==> src/rtl/spi_register_dispatcher.sv <==
`default_nettype none
// ============================================================================
// Module      : spi_register_dispatcher
// Description : Decodes 8-bit SPI commands into register reads/writes against
//               a small register bank (ID, STATUS, control registers), with
//               bad-address, read-only-write and stalled-transaction detection.
// Revision    : 1.0 - initial release
// ----------------------------------------------------------------------------
// Ports:
//   clk                  : system clock
//   reset                : synchronous, active-high reset
//   spi_command          : [7] 1=write/0=read, [6:0] register address
//   spi_command_ready    : one-cycle pulse, spi_command valid
//   spi_word_received    : data word from the SPI master
//   spi_word_rx_complete : one-cycle pulse, spi_word_received valid
//   spi_word_to_output   : combinational read data for the slave to stage
//   status_in            : design status, shown in STATUS[15:0]
//   ctrl_regs            : control registers packed, addr 2 in bits [31:0]
//   ctrl_write_strobe    : one-cycle pulse per control register written
//   busy                 : high whenever a transaction is pending
// Configuration macro:
//   SPI_DISPATCH_COUNTERS_EN : when defined, builds the 8-bit saturating
//                              error/abort counters shown in STATUS[31:16];
//                              otherwise STATUS[31:16] reads zero.
// ============================================================================
module spi_register_dispatcher #(
    parameter int          NUM_REGS       = 8,
    parameter logic [31:0] ID_VALUE       = 32'h5049_4356,
    parameter int          TIMEOUT_CYCLES = 4096
) (
    input  logic                       clk,
    input  logic                       reset,
    input  logic [7:0]                 spi_command,
    input  logic                       spi_command_ready,
    input  logic [31:0]                spi_word_received,
    input  logic                       spi_word_rx_complete,
    output logic [31:0]                spi_word_to_output,
    input  logic [15:0]                status_in,
    output logic [32*(NUM_REGS-2)-1:0] ctrl_regs,
    output logic [NUM_REGS-3:0]        ctrl_write_strobe,
    output logic                       busy
);

    localparam int C_NUM_CTRL = NUM_REGS - 2;

    localparam logic [1:0] S_IDLE    = 2'd0;
    localparam logic [1:0] S_ARMED   = 2'd1;
    localparam logic [1:0] S_DISCARD = 2'd2;

    logic [1:0]            r_state;
    logic [7:0]            r_cmd;
    logic [15:0]           r_timer;
    logic [31:0]           r_regs [C_NUM_CTRL];
    logic [C_NUM_CTRL-1:0] r_strobe;

    logic [31:0] w_rd_addr;
    logic [31:0] w_cmd_addr;
    logic        w_new_valid;
    logic        w_timeout;
    logic        w_do_write;
    logic        w_err_inc;
    logic        w_abort_inc;
    logic [31:0] w_status;
    logic [31:0] w_rd_data;

    // Addresses widened to 32 bits so they compare cleanly with int params.
    assign w_rd_addr   = {25'd0, spi_command[6:0]};
    assign w_cmd_addr  = {25'd0, r_cmd[6:0]};
    assign w_new_valid = (w_rd_addr < NUM_REGS);
    assign w_timeout   = (r_timer == 16'(TIMEOUT_CYCLES - 1));
    // Only writes to control addresses commit; addr < NUM_REGS is known
    // because out-of-range commands never reach ARMED.
    assign w_do_write  = r_cmd[7] && (w_cmd_addr >= 32'd2);

    // ------------------------------------------------------------------
    // Event detection feeding the error/abort counters
    // ------------------------------------------------------------------
    always_comb begin
        w_err_inc   = 1'b0;
        w_abort_inc = 1'b0;
        case (r_state)
            S_IDLE: begin
                if (spi_command_ready && !w_new_valid) w_err_inc = 1'b1;
            end
            S_ARMED, S_DISCARD: begin
                if (spi_command_ready) begin
                    // A new command abandons the pending one.
                    w_abort_inc = 1'b1;
                    if (!w_new_valid) w_err_inc = 1'b1;
                end else if (spi_word_rx_complete) begin
                    // rx_complete beats a coincident timeout.
                    if (r_state == S_ARMED && r_cmd[7] && !w_do_write) w_err_inc = 1'b1;
                end else if (w_timeout) begin
                    w_abort_inc = 1'b1;
                end
            end
            default: ;
        endcase
    end

    // ------------------------------------------------------------------
    // Transaction FSM and register bank
    // ------------------------------------------------------------------
    always_ff @(posedge clk) begin
        if (reset) begin
            r_state  <= S_IDLE;
            r_cmd    <= 8'd0;
            r_timer  <= 16'd0;
            r_strobe <= '0;
            for (int i = 0; i < C_NUM_CTRL; i++) r_regs[i] <= 32'd0;
        end else begin
            r_strobe <= '0;
            case (r_state)
                S_IDLE: begin
                    if (spi_command_ready) begin
                        r_cmd   <= spi_command;
                        r_timer <= 16'd0;
                        r_state <= w_new_valid ? S_ARMED : S_DISCARD;
                    end
                end
                S_ARMED, S_DISCARD: begin
                    if (spi_command_ready) begin
                        r_cmd   <= spi_command;
                        r_timer <= 16'd0;
                        r_state <= w_new_valid ? S_ARMED : S_DISCARD;
                    end else if (spi_word_rx_complete) begin
                        r_state <= S_IDLE;
                        if (r_state == S_ARMED && w_do_write) begin
                            for (int i = 0; i < C_NUM_CTRL; i++) begin
                                if (w_cmd_addr == 32'(i + 2)) begin
                                    r_regs[i]   <= spi_word_received;
                                    r_strobe[i] <= 1'b1;
                                end
                            end
                        end
                    end else if (w_timeout) begin
                        r_state <= S_IDLE;
                        r_timer <= 16'd0;
                    end else begin
                        r_timer <= r_timer + 16'd1;
                    end
                end
                default: r_state <= S_IDLE;
            endcase
        end
    end

    // ------------------------------------------------------------------
    // Optional diagnostic counters
    // ------------------------------------------------------------------
`ifdef SPI_DISPATCH_COUNTERS_EN
    logic [7:0] r_err_cnt;
    logic [7:0] r_abort_cnt;

    always_ff @(posedge clk) begin
        if (reset) begin
            r_err_cnt   <= 8'd0;
            r_abort_cnt <= 8'd0;
        end else begin
            if (w_err_inc && r_err_cnt != 8'hFF)     r_err_cnt   <= r_err_cnt + 8'd1;
            if (w_abort_inc && r_abort_cnt != 8'hFF) r_abort_cnt <= r_abort_cnt + 8'd1;
        end
    end

    assign w_status = {r_abort_cnt, r_err_cnt, status_in};
`else
    logic w_unused_inc;
    assign w_unused_inc = w_err_inc ^ w_abort_inc;
    assign w_status     = {16'd0, status_in};
`endif

    // ------------------------------------------------------------------
    // Zero-latency read mux; out-of-range addresses read as zero
    // ------------------------------------------------------------------
    always_comb begin
        w_rd_data = 32'd0;
        if (w_rd_addr == 32'd0) begin
            w_rd_data = ID_VALUE;
        end else if (w_rd_addr == 32'd1) begin
            w_rd_data = w_status;
        end else begin
            for (int i = 0; i < C_NUM_CTRL; i++) begin
                if (w_rd_addr == 32'(i + 2)) w_rd_data = r_regs[i];
            end
        end
    end

    generate
        for (genvar g = 0; g < C_NUM_CTRL; g++) begin : g_pack
            assign ctrl_regs[g*32 +: 32] = r_regs[g];
        end
    endgenerate

    assign spi_word_to_output = w_rd_data;
    assign ctrl_write_strobe  = r_strobe;
    assign busy               = (r_state != S_IDLE);

endmodule
`default_nettype wire

==> config.mk <==
export PLATFORM = sky130hd
export DESIGN_NAME = spi_register_dispatcher
export DESIGN_NICKNAME = d
export VERILOG_FILES = /design/src/rtl/spi_register_dispatcher.sv
export SDC_FILE = /design/constraint.sdc
export NUM_CORES = 1
export LEC_CHECK = 0
export CORE_MARGIN = 8
export CORE_UTILIZATION = 50
export CTS_CLUSTER_DIAMETER = 80
export CTS_CLUSTER_SIZE = 10
export DETAILED_ROUTE_END_ITERATION = 16
export PLACE_DENSITY = 0.83
export REMOVE_ABC_BUFFERS = 1
export SLEW_MARGIN = 20
export SYNTH_ARGS = -nofsm -noshare
export SYNTH_HDL_FRONTEND = slang
export SYNTH_SLANG_ARGS = --single-unit
==> constraint.sdc <==
create_clock -name clk -period 12.6 [get_ports clk]
set_clock_uncertainty 0.1 [all_clocks]
set_input_delay 3.78 -clock clk [delete_from_list [all_inputs] [get_ports clk]]
set_output_delay 3.78 -clock clk [all_outputs]
set_load 0.05 [all_outputs]
# ---- After elaboration in Yosys (flattened, before gate mapping)
# Memory sizes are Yosys's and may differ from the RTL's.
# Cells that the tools add are included.
dict set report word_totals {
  regBits 32
  mem_bits_rw 192
  inputBits 60
  out_inout_bits 231
  elab_cells 117
  memories 1
}
# name depth word_bits rd rd_ports_with_merged_regs wr line
set mem_list {}
lappend mem_list {r_regs 6 32 6 0 6 53} ;# logic [31:0] r_regs [C_NUM_CTRL];
dict set report classes {
  n_addsub 1
  magnitude_cmp 2
  n_eq_ne 19
  mux 69
  bitwise_logic 9
  n_reduce_logical 12
}
# operator n
set ops {}
lappend ops {{two-way mux 32 bit} 14}
lappend ops {{two-way mux 16 bit} 4}
lappend ops {{== test 7 x 3 -> 1 bit, second input constant} 8}
lappend ops {{two-way mux 1 bit} 44}
lappend ops {{logical NOT 32 bit} 1}
lappend ops {{one-hot mux 16 bit (2 select lines)} 1}
lappend ops {{== test 7 x 2 -> 1 bit, second input constant} 4}
lappend ops {{adder 16 x 1 -> 16 bit, second input constant} 1}
lappend ops {{== test 16 x 12 -> 1 bit, second input constant} 1}
lappend ops {{two-way mux 2 bit} 5}
lappend ops {{== test 7 x 1 -> 1 bit, second input constant} 1}
lappend ops {{greater-or-equal comparator 7 x 2 -> 1 bit, second input constant} 1}
lappend ops {{< comparator 7 x 4 -> 1 bit, second input constant} 1}
lappend ops {{bitwise OR 1 bit} 6}
lappend ops {{OR reduction 5 bit} 1}
lappend ops {{inequality test 4 bit, second input constant} 1}
lappend ops {{one-hot mux 2 bit (2 select lines)} 1}
lappend ops {{AND reduction 2 bit} 2}
lappend ops {{nonzero test 2 bit} 2}
lappend ops {{inequality test 3 bit, second input constant} 1}
lappend ops {{NOT 1 bit} 3}
lappend ops {{AND reduction 3 bit} 1}
lappend ops {{OR reduction 3 bit} 1}
lappend ops {{== test 2 x 1 -> 1 bit, second input constant} 1}
lappend ops {{5 further kinds} 6}

# ---- Longest topological paths before layout
dict set report logic_depth {
  word_depth 10
  mapped_depth 7
  depth_no_buf 6
}

# ---- Worst setup path before layout
# OpenSTA, ideal clock, no wires.
dict set report synth_path {
  path_kind {input-to-output}
  start {input spi_command[0]}
  end {output spi_word_to_output[6]}
  arrival_time_ps 7066
  path_slack_ps 1654
  cell_stages 5
  path_buffers 3
  path_cell_list {buf_2 > buf_2 > clkbuf_1 > nor3_1 > a2111oi_0}
}
dict set report synth_via {
  elab_chain_cells 9
  word_cells_on_any_way 16
  classes_between {eq/ne (7); mux (8); reduce/logical (1)}
}
# item line
set synth_rtl {}
lappend synth_rtl {{from (decl)} 33} ;# input logic [7:0] spi_command,
lappend synth_rtl {{== test 7 x 2 -> 1 bit} 183} ;# if (w_rd_addr == 32'(i + 2)) w_rd_data = r_regs[i];
lappend synth_rtl {{two-way mux 32 bit (6 in a row)} 183}
lappend synth_rtl {{two-way mux 32 bit} 179} ;# end else if (w_rd_addr == 32'd1) begin
lappend synth_rtl {{two-way mux 32 bit (*)} 177} ;# if (w_rd_addr == 32'd0) begin
lappend synth_rtl {{to (decl)} 37} ;# output logic [31:0] spi_word_to_output,
# Every way passes the cells marked *; elsewhere a longest branch is shown, timed or not.

# ---- Worst setup path after layout
dict set report layout_path {
  start {input spi_command[1]}
  end {output spi_word_to_output[11]}
}
# The elaborated chain is that of the path after synthesis.

==> run_results.csv <==
group,metric,value,unit
drt,drt_pass1_iterations,7,
logic_synthesis,synth_mux_area_share,7.120,%
place,place_congestion,0.8761,
drt,wl_met2,17350,um
drt,m1WireLength,12540,um
logic_synthesis,synth_compound_area_share,8.728,%
logic_synthesis,synth.avg_cell_area,12.53,sq um
cts,numCtsBuffers,26,
drt,drc,0,
cells_and_area,fin_nets,1172,
cts,clock-sinks,224,
run_status,status,"finished, final reports clean",
setup_path,path_buf_inv,3,
setup_path,crit_arrival,6.64,ns
cts,path_clk_slew,0.05,ns
logic_synthesis,yosys-top-cells-count,"and2_1 (196), edfxtp_1 (192), clkbuf_1 (40), a21oi_1 (39), o21ai_0 (33)",
drt,drt_iter0_drc,739,
logic_synthesis,synthAdderAreaFrac,0.4836,%
worst_hold_path,whs_path_depth,2,
power,vdd_drop_max,0.00009058,V
die,dieArea,25560,sq um
sta,rsz0062_at_grt,"false",
global_route,grt_antenna_before_repair,1,
worst_hold_path,hp-start,"r_cmd[4]",
cells_and_area,area_growth,38.55,%
power,p_per_area,122.7,nW/um^2
die,start_util,50.99,%
setup_path,crit_fanout,24,
cells_and_area,postLayoutCoreUtil,70.64,%
logic_synthesis,netlist_area,10350,sq um
cells_and_area,drive_gt1_share,9.609,%
logic_synthesis,netlist.area_leader.share,55.71,%
logic_synthesis,synth_edf_count,192,
place,hpwl,24100,um
cells_and_area,final_area,14340,sq um
global_route,grt_pass1_wl,52410,um
logic_synthesis,synth.most_common_cell,"and2_1",
cells_and_area,seq_area,6406,sq um
sta,hold_ws,0.3571,ns
worst_hold_path,holdPathEnd,"r_cmd[4]",
logic_synthesis,synth.area.top_cells,"edfxtp_1 (56%), and2_1 (12%), dfxtp_1 (6.2%)",
cts,h-tree-depth,1,
cts,insertion_delay,0.50,ns
global_route,grt_max_degree,52,
place,port_buffers,290,
sta,tns,0,ns
cts,postCtsHoldBufs,0,
die,die_x,159.9,um
global_route,grt_pass1_vias,8528,
place,place_area,13590,sq um
cts,post_cts_buffers,0,
cts,clockBufferDepth,3,
cells_and_area,layout.cells.non_filler,1395,
logic_synthesis,yosys_most_used_dff,"edfxtp_1",
sta,relSlewSlack,26.29,%
power,p_leak,5.165,nW
drt,viasPerCell,5.880,
drt,routedWlPerCell,25.03,um
sta,hold_viol,0,
place,pre_cts_slack,2.129,ns
cts,post_cts_resized,0,
cts,cts_tree,"built",
setup_path,rr_startpoint,"r_state[0]",
cells_and_area,multi_input_area,3776,sq um
logic_synthesis,yosys_warnings,0,
setup_path,max_stage_delay,1.00,ns
logic_synthesis,synth_cell_types,54,
sta,setup_viol,0,
job,maxCapViolations,0,
setup_path,cp-end-kind,"output port",
die,io_pins,291,
drt,wirelength,34920,um
setup_path,worstRegToRegCells,6,
drt,wl_met3,3599,um
die,core_area,20300,sq um
setup_path,r2r_end,"r_regs[4][29]",
cts,cts_root_buf,"clkbuf_16",
power,finalPower,1.760,mW
setup_path,rrSetupSlack,9.48,ns
sta,clock.fmax,0.09506,GHz
setup_path,cp_data_required_time,8.72,ns
setup_path,cp-start-kind,"input pin",
worst_hold_path,hold_class,"flop to flop",
global_route,grt_overflow,0,
logic_synthesis,syn-instance-count,826,
sta,drv_slew,0,
sta,worstMarginPinSlew,1.102,ns
place,dp.cells,1350,
sta,worst_slack,2.080,ns
logic_synthesis,synthSimpleGateAreaFrac,18.52,%
drt,top_layer_used,"met4",
drt,route.antenna.remaining_nets,0,
logic_synthesis,synth_top_family_by_area,"simple AND/OR/NAND/NOR gates",
setup_path,cp_slowest_cell,"nor2_1",
setup_path,crit_chain,"buf_2 -> inv_1 -> nor2_1 -> a221oi_1 -> o21ai_0 -> clkdlybuf4s50_1",
logic_synthesis,synth.largest_area_cell,"edfxtp_1",
setup_path,cpLargestDelayFamily,"buffers and inverters",
logic_synthesis,synth-xor-area-share,0.6770,%
cells_and_area,fillerInstances,1438,
logic_synthesis,async_reset_ff_share,0,%
logic_synthesis,ys_ff_latch,224,
logic_synthesis,yosysSeqAreaShare,61.90,%
sta,layout_min_cycle_time,10.52,ns
sta,period_share,83.49,%
setup_path,worstSetupPathType,"input pin to output port",
die,die-height,159.9,um
drt,via_count,8202,
global_route,grt_usage,26.27,%
die,placementRows,52,
==> final cells by class <==
cell class / instances / area share (%)
tap: 270 / 2.356
inverter: 12 / 0.3141
multi-input combinational: 535 / 26.33
timing repair buffer: 309 / 21.12
antenna: 1 / 0.01745
clock buffer: 43 / 5.130
sequential: 224 / 44.67
clock inverter: 1 / 0.06108
==> tightest hold or removal path, delay by kind of cell, from the launching register on <==
family	cells	cell delay [ns]
DFF	1	0.31
AOI/OAI and AO/OA	1	0.05
and+or+nand+nor	1	0.05
==> cells in the final DEF, fill, tap and decap left out, types with 6 or more instances in the layout <==
| cell | synthesis | routed |
|---|---|---|
| clkdlybuf4s50_1 | 0 | 287 |
| and2_1 | 196 | 196 |
| edfxtp_1 | 192 | 192 |
| a21oi_1 | 39 | 39 |
| dfxtp_1 | 32 | 32 |
| mux2_2 | 31 | 31 |
| o21ai_0 | 33 | 28 |
| nand2_1 | 27 | 27 |
| nor2_1 | 30 | 27 |
| clkbuf_16 | 0 | 27 |
| buf_4 | 0 | 18 |
| nand3_1 | 17 | 17 |
| clkbuf_1 | 40 | 16 |
| a221oi_1 | 14 | 14 |
| nor3_1 | 17 | 14 |
| mux2i_1 | 14 | 14 |
| o221ai_1 | 13 | 13 |
| inv_1 | 12 | 12 |
| mux4_2 | 11 | 11 |
| a22o_1 | 8 | 8 |
| o22ai_1 | 6 | 6 |
| nand4_1 | 6 | 6 |
==> worst max path at each step <==
stage / end / start / depth (start not counted)
2_1_floorplan: spi_word_to_output[1] / spi_command[3] / 2
3_5_place_dp: spi_word_to_output[11] / spi_command[1] / 6
5_1_grt: spi_word_to_output[8] / spi_command[3] / 4
3_3_place_gp: spi_word_to_output[11] / spi_command[1] / 6
6_report: spi_word_to_output[11] / spi_command[1] / 6
4_1_cts: spi_word_to_output[5] / spi_command[1] / 6
==> logic make-up after synthesis <==
kind of cell	after synthesis
AO/OA/AOI/OAI	136
XOR/XNOR	8
multiplexers	56
buffers and inverters	67
flip-flops	224
adder cells (fa/ha/maj)	4
AND/OR/NAND/NOR	331
==> metal layers <==
metal	track usage, %	up-vias
met5	0	-
met4	10.96	0
met3	5.630	95
met2	45.26	543
met1	31.44	3948
li1	-	3616
==> sequential cells by signal (all words and copies together) (netlist names) <==
signal and cells:
ctrl_write_strobe 6, r_cmd 8, r_regs 192, r_state 2, r_timer 16
==> power breakdown <==
part,internal (mW),switching (mW)
Sequential,0.827,0.0177
Clock,0.393,0.272
Combinational,0.0838,0.166
Total,1.30,0.456
Power figures use the tool's default switching activity.
==> RTL change: new RTL, same flow settings <==
The option `SPI_DISPATCH_COUNTERS_EN` is turned on by a define.
--- a/src/rtl/spi_register_dispatcher.sv
+++ b/src/rtl/spi_register_dispatcher.sv
@@ -24,4 +24,6 @@
 //                              otherwise STATUS[31:16] reads zero.
 // ============================================================================
+`define SPI_DISPATCH_COUNTERS_EN
+
 module spi_register_dispatcher #(
     parameter int          NUM_REGS       = 8,
Check against the original RTL: not equivalent (a bounded check fails within 4 cycles, from zero or initial values and one cycle with reset high).
==> RTL change against the unedited design <==
Via count grew 18%. Sequential cell count grew 16. Setup slack lost 0.54 ns. Total power grew 7.2%. Cell area grew 7.1%. Wire length grew 16%. Die area grew 9.1%. First-iteration DRC count grew 46%. Non-clock buffer count is the same. Synthesized area grew 10%. Critical path type unchanged. Critical endpoint is now spi_word_to_output[22]. Largest cell class unchanged. Largest power group unchanged. Highest routed layer is now met5.
==> RTL change: results (changes against the unedited design) <==
| Metric | Value |
|---|---|
| Most frequent cells after synthesis | `and2_1 (193), edfxtp_1 (192), nor2_1 (88) (was and2_1 (196), edfxtp_1 (192), clkbuf_1 (40))` |
| Post-DP HPWL | `26200 um (was 24100 um)` |
| CP max FO | `39 (was 24)` |
| Number of global-route vias before repair | `9834 (was 8528)` |
| Largest stage delay, worst path | `0.91 ns (was 1.00 ns)` |
| GPL Wtd Cong | `0.866 (was 0.876)` |
| Worst vdd ir | `0.106 mV (was 0.0906 mV)` |
| Placed Cells | `1546 (was 1350)` |
| Largest net degree at the start of global routing | `78 (was 52)` |
| Final WL | `40600 um (was 34900 um)` |
| Area Growth Syn to Fin | `34.8% (was 38.6%)` |
| Proportion of synthesized chip area in sequential cells | `59.0% (was 61.9%)` |
| TritonCTS Buffers | `27 (was 26)` |
| Post-synthesis cell type count | `62 (was 54)` |
| Share of layout cells above drive strength 1 | `5.87% (was 9.61%)` |
| Largest registers | `r_regs x192, r_timer x16 (was r_regs x192, r_timer x16, r_cmd x8)` |
| NumNets Final | `1357 (was 1172)` |
| Top cells by area, synth | `edfxtp_1 (51%), and2_1 (11%), dfxtp_1 (8.4%) (was edfxtp_1 (56%), and2_1 (12%), dfxtp_1 (6.2%))` |
| Normalized max-slew margin | `22.4% (was 26.3%)` |
| Gr usage total | `27.9% (was 26.3%)` |
| Slowest library cell on the worst path | `nor2b_1 (was nor2_1)` |
| Worst skew pair latency | `0.55 ns (was 0.50 ns)` |
| Run status | `complete, no violations (unchanged)` |
| R2R Setup Slk | `9.53 ns (was 9.48 ns)` |
| Placed Instance Area | `14600 sq um (was 13600 sq um)` |
| Syn Inst Count | `1020 (was 826)` |
| Initial DRC count | `1082 (was 739)` |
| P_leak | `0.00554 uW (was 0.00516 uW)` |
==> RTL change: cell types whose count changed in the layout (fill, tap and decap cells not counted), sizes merged, moves of 8 or more <==
cell / change
nor2: +58
nand2: +44
a21oi: +35
o211ai: +34
mux2: -25
mux2i: +22
dfxtp: +16
xnor2: +16
a221oi: -13
mux4: -11
o2111ai: +11
o2bb2ai: +9
nor3: -8
==> RTL change: cell families after synthesis <==
kind of cell	after synthesis	share of synthesized area (%)
mux	42	3.79
simple gates	428	20.3
flops	240	59.0
fa+ha+maj	7	0.768
compound gates	205	11.8
xor+xnor	23	1.77
buf+inv	75	2.63
==> RTL change: cell type report <==
class	count	area, sq um
diodes	1	2.50
clock buffers	49	758
clock inverters	1	20.0
fillers	1656	7140
inverters	7	26.3
multi-input cells	705	4440
flip-flops and latches	240	6730
well taps	285	357
repair buffers	309	3030
==> RTL change: report_power, final <==
| group | leakage [uW] | internal (uW) | total, uW | switching (uW) |
|---|---|---|---|---|
| Combinational | 0.00281 | 83.5 | 268 | 185 |
| Clock | 0.000368 | 404 | 721 | 317 |
| Sequential | 0.00236 | 879 | 897 | 18.6 |
==> RTL change: path summary, 6_finish.rpt <==
check	cells after the start	endpoint	from
max	6	spi_word_to_output[22]	spi_command[1]
min	2	r_timer[1]	r_timer[1]
max reg2reg	8	r_regs[1][25]	r_state[0]
min reg2reg	2	r_timer[1]	r_timer[1]
==> RTL change: metal layers <==
metal  vias up  GRT usage (%)  part of all wire [%]
met5         -              0                 0.022
met4         2           12.9                   5.0
met3       128           8.46                    11
met2       633           46.9                    48
met1      4714           32.4                    35
li1       4231              -                     -
==> RTL change: through the flow <==
stage          hold WS, ns  power (uW)  setup WS [ns]
6_report             0.377        1890           1.54
3_5_place_dp         0.366        1180           1.66
4_1_cts              0.373        1890           1.65
5_1_grt              0.402        1930           1.54
2_1_floorplan        0.343        1060           2.90
3_3_place_gp         0.359        1170           1.72
==> RTL change: worst min-delay path, stage by stage, from the launching register on <==
cell and delay (ns):
dfxtp_1 0.32, nand2_1 0.06, a21oi_1 0.05
